--- src/rtl/int_to_float_conv.sv ---
// Three-stage signed fixed-point to packed float converter with valid/ready flow.
// Define INT2F_RNE_EN for round-to-nearest-even; the default build truncates.
module int_to_float_conv #(
    parameter int N_INT     = 32,
    parameter int FRAC_BITS = 0,
    parameter int n_exp     = 8,
    parameter int n_mant    = 22
) (
    input  logic                     clk,
    input  logic                     rst,
    input  logic [N_INT-1:0]         in_data,
    input  logic                     in_valid,
    output logic                     in_ready,
    output logic [n_exp+n_mant+1:0]  out_data,
    output logic                     out_valid,
    input  logic                     out_ready
);

    typedef struct packed {
        logic              sign;
        logic [n_exp-1:0]  exp;
        logic [n_mant:0]   mant;
    } float_t;

    localparam int PW   = $clog2(N_INT);
    localparam int EW   = n_exp + 2;
    localparam int XW   = N_INT + n_mant + 1;
    localparam int BIAS = 2**(n_exp-1) - 1;

    logic             v1_q, v2_q, ov_q;
    logic             s1_q, s2_q, zero_q;
    logic [N_INT-1:0] mag_q, norm_q;
    logic [PW-1:0]    p_q;
    float_t           out_q;

    logic             adv1, adv2, adv3;
    logic [N_INT-1:0] mag_d, norm_d;
    logic [PW-1:0]    p_d;
    float_t           out_d;

    logic [XW-1:0]    ext;
    logic [n_mant:0]  frac, mant;
    logic             carry;
    logic signed [EW-1:0] e;

    assign adv3      = !ov_q || out_ready;
    assign adv2      = !v2_q || adv3;
    assign adv1      = !v1_q || adv2;
    assign in_ready  = adv1;
    assign out_valid = ov_q;
    assign out_data  = out_q;

    // Unsigned magnitude: the most negative input maps to 2^(N_INT-1).
    always_comb begin
        mag_d = in_data;
        if (in_data[N_INT-1])
            mag_d = ~in_data + N_INT'(1);
    end

    always_comb begin
        p_d = '0;
        for (int i = 0; i < N_INT; i++)
            if (mag_q[i]) p_d = PW'(i);
        norm_d = mag_q << (PW'(N_INT - 1) - p_d);
    end

    // Drop the leading one; pad below so guard/sticky exist for any width.
    always_comb begin
        ext  = {norm_q[N_INT-2:0], {(n_mant + 2){1'b0}}};
        frac = ext[XW-1 -: n_mant+1];
`ifdef INT2F_RNE_EN
        begin
            logic guard, sticky, rnd_up;
            guard  = ext[N_INT-1];
            sticky = |ext[N_INT-2:0];
            rnd_up = guard && (sticky || frac[0]);
            {carry, mant} = {1'b0, frac} + (n_mant + 2)'(rnd_up);
        end
`else
        carry = 1'b0;
        mant  = frac;
`endif
        e = EW'(BIAS + int'(p_q) - FRAC_BITS + int'(carry));
        out_d = '0;
        if (zero_q) begin
            out_d = '0;
        end else if (int'(e) < 1) begin
            out_d.sign = s2_q;
        end else if (int'(e) >= 2**n_exp - 1) begin
            out_d.sign = s2_q;
            out_d.exp  = n_exp'(2**n_exp - 2);
            out_d.mant = '1;
        end else begin
            out_d.sign = s2_q;
            out_d.exp  = e[n_exp-1:0];
            out_d.mant = mant;
        end
    end

    always_ff @(posedge clk) begin
        if (rst) begin
            v1_q  <= 1'b0;
            v2_q  <= 1'b0;
            ov_q  <= 1'b0;
            out_q <= '0;
        end else begin
            if (adv1) v1_q <= in_valid;
            if (adv2) v2_q <= v1_q;
            if (adv3) ov_q <= v2_q;
            if (adv3 && v2_q) out_q <= out_d;
        end
    end

    always_ff @(posedge clk) begin
        if (adv1 && in_valid) begin
            s1_q  <= in_data[N_INT-1];
            mag_q <= mag_d;
        end
        if (adv2 && v1_q) begin
            s2_q   <= s1_q;
            norm_q <= norm_d;
            p_q    <= p_d;
            zero_q <= (mag_q == '0);
        end
    end

endmodule

--- config.mk ---
export PLATFORM = sky130hd
export DESIGN_NAME = int_to_float_conv
export DESIGN_NICKNAME = d
export VERILOG_FILES = /design/src/rtl/int_to_float_conv.sv
export SDC_FILE = /design/constraint.sdc
export NUM_CORES = 1
export LEC_CHECK = 0
export ABC_AREA = 0
export BUFFER_PORTS_ARGS = -buffer_cell sky130_fd_sc_hd__buf_2
export CORE_ASPECT_RATIO = 0.7
export CORE_MARGIN = 2
export CORE_UTILIZATION = 61
export CTS_BUF_LIST = sky130_fd_sc_hd__clkbuf_2
export DETAILED_ROUTE_END_ITERATION = 12
export PLACE_DENSITY = 0.83
export SLEW_MARGIN = 40
export SYNTH_ARGS = -nofsm -noshare
export SYNTH_HDL_FRONTEND = slang
export SYNTH_SLANG_ARGS = --single-unit
--- constraint.sdc ---
create_clock -name clk -period 4.3 [get_ports clk]
set_input_delay 0.645 -clock clk [delete_from_list [all_inputs] [get_ports clk]]
set_output_delay 0.645 -clock clk [all_outputs]
set_load 0.01 [all_outputs]
Yosys cells after proc, flatten, opt, wreduce, memory -nomap -nowiden
Cells that the tools add are included.
- register bits after elaboration: 106
- bits of input ports: 36
- output and inout port bits: 34
- logic and storage cells: 65
- add/subtract/negate cells: 3
- order comparisons: 2
- shifts and indexed selects: 1
- multiplexer cells: 35
- bitwise logic cells: 1
- reductions and logical operators: 10
- operators by type and width (operator ; count):
    2-to-1 mux 5 bit ; 30
    2-to-1 mux 31 bit ; 3
    adder 32 x 1 -> 32 bit, second input constant ; 1
    zero test 32 bit ; 1
    2-to-1 mux 32 bit ; 1
    NOT 32 bit ; 1
    left shift 32 x 5 -> 31 bit ; 1
    adder 7 x 5 -> 8 bit, first input constant ; 1
    greater-or-equal comparator 8 bit, second input constant ; 1
    less-than comparator 8 x 1 -> 1 bit, second input constant ; 1
    subtractor 5 bit, first input constant ; 1
    logical AND 1 bit ; 3
    zero test 1 bit ; 3
    logical OR 1 bit ; 3
    2-to-1 mux 1 bit ; 1

Depth between registers and ports, before layout
Gate-level depths: netlist of the first run.
- depth after elaboration: 33
- mapped depth: 12
- mapped depth without buffers: 10

Worst setup path after synthesis of the first run
OpenSTA, ideal clock, no wires.
- path kind: in2reg
- from: input out_ready
- to: register norm_q[10] (enable)
- setup time: 0.463 ns
- data arrival time: 2.962 ns
- required time: 3.837 ns
- path slack: 0.875 ns
- cell stages on the path: 2
- path buffers: 0
- cell sequence: nor2b_1 -> a21boi_0
- cells in the longest elaborated chain, start to end: 3
- ends and longest elaborated chain (what ; line ; RTL):
    start: declaration ; 16 ; input logic out_ready
    logical OR 1 bit ; 46 ; assign adv3 = !ov_q || out_ready;
    logical OR 1 bit ; 47 ; assign adv2 = !v2_q || adv3;
    logical AND 1 bit ; 119 ; if (adv2 && v1_q) begin
    end signal: assignment ; 121 ; norm_q <= norm_d;
    end: declaration ; 32 ; logic [N_INT-1:0] mag_q, norm_q;
No other way between the ends.
A chain may end at the register's enable or synchronous reset.

Final worst setup path of the first run
- from: register mag_q[14]
- to: register norm_q[26], data pin
- cells in the longest elaborated chain, start to end: 20
- ends and longest elaborated chain (what ; line ; RTL):
    start: declaration ; 32 ;
    start signal: assignment ; 117 ; mag_q <= mag_d;
    2-to-1 mux 5 bit (18 in series) ; 63 ; if (mag_q[i]) p_d = PW'(i);
    subtractor 5 bit ; 64 ; norm_d = mag_q << (PW'(N_INT - 1) - p_d);
    left shift 32 x 5 -> 31 bit (*) ; 64 ;
    net norm_d[26] ; 37 ; logic [N_INT-1:0] mag_d, norm_d;
Mark *: on every way through the listed nets, which the timed path passes. The rest lies on a longest branch.

==> key figures, run 1 <==
Route
  • Drt total wl: 14,800 um
  • Post-route ant nets: 0
  • DRT Pass-1 Iters: 7
  • Remaining DRCs: 0
  • WL/cell: around 19 um
  • Via count: 4,990
  • Vias per cell: between 6 and 7
  • 1st-iter DRT viols: approximately 660

Cells and area
  • Area grow syn2layout: 11.4%
  • Highest-count cells in the layout ignoring fill and taps: 75 x nor2_1, 69 x buf_2, 63 x edfxtp_1
  • Fill cells: 698
  • Layout cell share with drive strength beyond 1: 18.2%
  • Final net count: 697
  • N_diodes: 0
  • Most common cell after layout, fill and taps aside: nor2_1

Yosys
  • Post-synthesis cell count: 594
  • Ranking of synthesized cells by area: edfxtp_1 33%, dfxtp_1 12%, mux2i_1 9.1%
  • Asr flop ratio synth: 0%
  • Syn Nets: 632
  • Most used DFF post-synth: edfxtp_1
  • Post-synth top area share: ~33%
  • Synth cell types: 67
  • Post-synth EDFFs: 63
  • Post-Syn Area per Cell: 9.63 sq um
  • Ys Warns: 0
  • #FFs+latches synth: 98
  • Post-synth top area cell: edfxtp_1
  • Seq/Total Area, Yosys: between 40% and 50%
  • Area of the mapped netlist: 5720 sq um

Floorplan
  • I/O pin count: 70
  • Rows: 29
  • Starting Density: a little over three fifths
  • Die width: 120 um
  • Area of the core: ~9000 sq um
  • Die area: 10,200 sq um
  • Die Ht: 85.0 um

Placed design
  • GPL Wtd Cong: between 0.9 and 1
  • Number of port buffers: 69
  • DP HPWL: 11,100 um

Setup path
  • CP max stage cell: edfxtp_1
  • R2R Setup Slk: around 0.72 ns
  • Crit path max-delay family: compound AO/OA/AOI/OAI gates
  • CP Capture Type: flip-flop
  • Type of origin of the critical path: flip-flop
  • Critical path class: reg -> reg
  • R2r worst-path depth: 10
  • Critical path buffers and inverters: 1
  • Critical-path cell list: or3_1 > a221oi_1 > o21ai_0 > a211oi_4 > buf_4 > mux2i_1 > mux2i_1 > a22o_1 > a2111oi_0 > a21oi_1
  • Worst-path fanout max: 13
  • Reg2reg end: norm_q[26]
  • Worst EP required: around 4.7 ns
  • Worst EP arrival: 3.96 ns
  • Crit path largest cell delay: 0.53 ns
  • Most frequent CP cell: mux2i_1
  • FF-to-FF Start: mag_q[14]

Min path
  • Worst hold endpoint: mag_q[0]
  • Class of the worst hold path: in -> reg
  • Hold path cells: 1
  • Worst Min Path Start: in_data[0]

Clock network
  • CTS Buf Count: 9
  • Cells resized by post-CTS repair: 0
  • H-tree Lvls: 3
  • Bufs on Longest Clock Path: 2
  • Root Buffer: clkbuf_2
  • Post-CTS Setup Inserts: 0
  • Clock transition at path regs: 0.26 ns
  • Hold buffer count at CTS: 0
  • Clock Latency Late Sink: 0.60 ns
  • TritonCTS clock tree: built
  • Number of clock sinks: 98

STA
  • RSZ-0062 raised after global routing: no
  • Worst slew margin: about half
  • Setup Viol. Count Final: 0
  • Worst-Margin Slew: 0.765 ns
  • Setup TNS: 0 ns
  • Setup Skew: roughly 0.032 ns
  • Tmin final: 3.58 ns
  • Period utilization: 83.3%
  • F_max: around 280 MHz
  • Fin. max-slew vios: 0
  • Final hold vios: 0

Global routing
  • Largest net degree at the start of global routing: 64
  • Vias in the first global route: around 4,800
  • GRT Util Overall: between 30% and 40%
  • Global-route wire length before repair: between 20,000 and 25,000 um
  • Total gr overflow: 0
  • Initial antenna violation count: 0

Power
  • Worst vdd ir: 0.000243 V
  • Tot Pwr: between 2000 and 2500 uW
  • Leakage dissipation: 0.00250 uW
  • Cell area power density: approximately 330 nW/um^2

Outcome
  • Outcome: completed

Run
  • Max-Cap Viols: 0
## sequential cells by signal (all words and copies together) (netlist names)
signal,cells
mag_q,32
norm_q,23
out_data,32
out_valid,1
p_q,5
s1_q,1
s2_q,1
v1_q,1
v2_q,1
zero_q,1
## cell usage after synthesis (5+ instances only)
master     n
a21oi_1   46
mux2i_1   52
a22oi_1   11
xnor2_1   31
nand3_1    6
nand2b_1   8
dfxtp_1   35
inv_1     16
o21ai_0   23
nor3b_1   24
nor3_1    16
nor4_1     8
nand2_1   43
nor2_1    75
edfxtp_1  63
clkbuf_1  24
o22ai_1    5
a221oi_1   6
mux2_2     5
or3_1      7
o31ai_1    7
## routing by layer
metal,track usage (%),wire length (um)
met1,44.5,6750
met3,8.33,1300
met5,0,0
met2,45.4,6560
met4,7.38,185
## report_power, final
part	leakage, uW	internal (uW)	switching (uW)	total (uW)
Combinational	0.00155	205	309	513
Clock	0.0000715	133	319	452
Sequential	0.000876	1090	62.5	1150
## per-stage QoR
stage / utilization [%] / area (sq um) / setup slack [ns] / hold WS, ns / cells
floorplan: - / 5720 / 0.875 / 0.400 / 594
global placement: 68.5 / 6220 / 0.855 / 0.464 / 769
detailed placement: 69.0 / 6260 / 0.684 / 0.471 / 772
CTS: 70.2 / 6370 / 0.799 / 0.236 / 788
global route: 70.2 / 6370 / 0.578 / 0.234 / 788
finish: 70.2 / 6370 / 0.717 / 0.282 / 788
## layout make-up
class | instances | area, sq um | area share, %
clock buffers | 9 | 45.0 | 0.707
clock inverters | 7 | 65.1 | 1.02
inverters | 19 | 71.3 | 1.12
multi-input cells | 447 | 2970 | 46.6
flip-flops and latches | 98 | 2590 | 40.7
well taps | 124 | 155 | 2.43
repair buffers | 84 | 477 | 7.48
## worst max path at each step
stage | startpoint | end | slack, ns | cells past startpoint
2_1_floorplan | out_ready | norm_q[10] | 0.88 | 2
3_3_place_gp | mag_q[14] | norm_q[26] | 0.86 | 10
3_5_place_dp | in_data[9] | mag_q[24] | 0.68 | 9
4_1_cts | mag_q[14] | norm_q[26] | 0.80 | 10
5_1_grt | mag_q[14] | norm_q[26] | 0.58 | 10
6_report | mag_q[14] | norm_q[26] | 0.72 | 10
## logic make-up (layout without fill, tap and decap cells)
| logic type | count (synthesis) | count (layout) | synth area share (%) |
|---|---|---|---|
| AOI/OAI and AO/OA | 150 | 150 | 17.7 |
| buffers and inverters | 49 | 119 | 3.37 |
| xor gates and xnor gates | 32 | 32 | 4.90 |
| and+or+nand+nor | 205 | 205 | 17.8 |
| DFF | 98 | 98 | 45.3 |
| muxes | 58 | 58 | 10.5 |
| adders and majority gates | 2 | 2 | 0.438 |
Note: power is estimated with default switching activity, not from simulation.
==> inputs of run 2 (changes only) <==
- clock period: 4.3 -> 3.4 ns (I/O delays scaled with it)
==> key figures, run 2 (synthesized netlist as in run 1, its figures left out) <==
Outcome
  • Outcome: completed

Placed design
  • DP HPWL: 11,200 um
  • DP Area: 6330 sq um
  • Number of port buffers: 69
  • GPL Wtd Cong: 0.970
  • Placed Cells: 780

Global routing
  • GRT Util Overall: 30.2%
  • Initial antenna violation count: 0
  • Gr busiest metal: met2
  • GR Util met1: 43.0%
  • Vias in the first global route: 4,713
  • Met3 Resource Use GR: 7.26%
  • Global-route wire length before repair: ~24,000 um
  • Largest net degree at the start of global routing: 64
  • M2 GR Usage: 47.4%
  • Total gr overflow: 0

STA
  • Tmin final: 3.28 ns
  • Period utilization: between 90% and 100%
  • Setup Skew: 0.0209 ns
  • Fin. max-slew vios: 0
  • Worst-Margin Slew: 0.781 ns
  • RSZ-0062 raised after global routing: no
  • WHS: around 0.12 ns
  • F_max: 305 MHz
  • Final hold vios: 0
  • Setup TNS: 0 ns
  • Worst slew margin: 47.9%
  • Setup Viol. Count Final: 0

Setup path
  • FF-to-FF Start: mag_q[21]
  • Worst-path fanout max: 21
  • R2r worst-path depth: 8
  • Reg2reg end: norm_q[18]
  • Crit path capture: norm_q[18]
  • Worst EP required: 3.78 ns
  • Worst EP arrival: 3.67 ns
  • Type of origin of the critical path: flip-flop
  • CP Capture Type: flip-flop
  • R2R Setup Slk: about 0.12 ns
  • Critical path class: reg -> reg
  • Worst Setup SP: mag_q[21]

Floorplan
  • Die width: 120 um
  • I/O pin count: 70
  • Rows: 29
  • Area of the core: 9070 sq um
  • Die Ht: 85.0 um
  • Starting Density: 63.0%
  • Die area: 10,200 sq um

Power
  • Leakage dissipation: 0.00255 uW
  • Worst vdd ir: between 0.0002 and 0.0003 V
  • Cell area power density: roughly 420 nW/um^2

Cells and area
  • Layout cell share with drive strength beyond 1: 19.6%
  • Most common cell after layout, fill and taps aside: nor2_1
  • Post-route cell area: about 6400 sq um
  • Area grow syn2layout: 12.7%
  • Fill cells: between 700 and 800
  • Fin util: between 70% and 80%
  • Highest-count cells in the layout ignoring fill and taps: 75 x nor2_1, 69 x buf_2, 63 x edfxtp_1
  • N_diodes: 0
  • Cell Count, Final, Fillers Out: 797
  • Final net count: roughly 700

Route
  • Via count: 5,004
  • Remaining DRCs: 0
  • WL/cell: approximately 19 um
  • Post-route ant nets: 0
  • 1st-iter DRT viols: 587
  • Drt total wl: 14,800 um
  • Vias per cell: approximately 6.3
  • DRT Pass-1 Iters: 5

Clock network
  • H-tree Lvls: 3
  • Hold buffer count at CTS: 0
  • Clock Latency Late Sink: 0.60 ns
  • Bufs on Longest Clock Path: 2
  • Root Buffer: clkbuf_2
  • TritonCTS clock tree: built
  • Clock transition at path regs: 0.28 ns
  • Number of clock sinks: 98
  • CTS Buf Count: 9

Run
  • Max-Cap Viols: 0

Min path
  • Class of the worst hold path: in -> reg
run 2: cell types whose count changed in the layout (fill, tap and decap cells not counted), sizes merged:
cell / change
buf: +9
inv: +2
clkinv: -1
bufinv: -1
run 2: how the worst min path moves through the flow:
stage               startpoint       end  slack, ns  cells after the start
floorplan                 s1_q      s2_q       0.40                      0
global placement          s1_q      s2_q       0.45                      0
detailed placement        s1_q      s2_q       0.46                      0
CTS                 in_data[0]  mag_q[0]       0.08                      1
global route        in_data[0]  mag_q[0]       0.07                      1
finish              in_data[0]  mag_q[0]       0.12                      1
run 2: metal layers:
layer,up-vias,part of all wire (%)
li1,2367,-
met1,2394,46
met2,222,44
met3,21,8.4
met4,0,1.2
met5,-,0
run 2: power breakdown:
part           total (uW)  switching, uW  internal [uW]
Sequential           1450           72.4           1370
Combinational         695            409            286
Clock                 536            424            112
run 2: worst max-delay path, stage by stage, from the launching register on:
cell,delay (ns)
edfxtp_1,0.55
o311ai_0,0.69
a31o_2,0.25
a21o_1,0.21
buf_12,0.20
a21oi_1,0.07
a21oi_1,0.49
a221oi_1,0.16
o22ai_1,0.41
run 2: repair_timing:
item	in CTS	in global routing
hold endpoints to repair	0	0
gates resized for setup	0	1
setup buffers	0	1
endpoints found under the setup margin	0	6
run 2: stage by stage:
stage          setup slack, ns  power [uW]
2_1_floorplan            0.110        1900
3_3_place_gp            0.0942        2120
4_1_cts                  0.102        2670
5_1_grt                0.00570        2800
6_report                 0.116        2680
3_5_place_dp           -0.0907        2140
run 2: cell type report:
| cell class | count | area [sq um] | area share, % |
|---|---|---|---|
| Timing Repair Buffer | 93 | 558 | 8.66 |
| Inverter | 19 | 71.3 | 1.11 |
| Clock inverter | 7 | 58.8 | 0.912 |
| Multi-Input combinational cell | 447 | 2970 | 46.0 |
| Tap cell | 124 | 155 | 2.41 |
| Sequential cell | 98 | 2590 | 40.2 |
| Clock buffer | 9 | 45.0 | 0.699 |
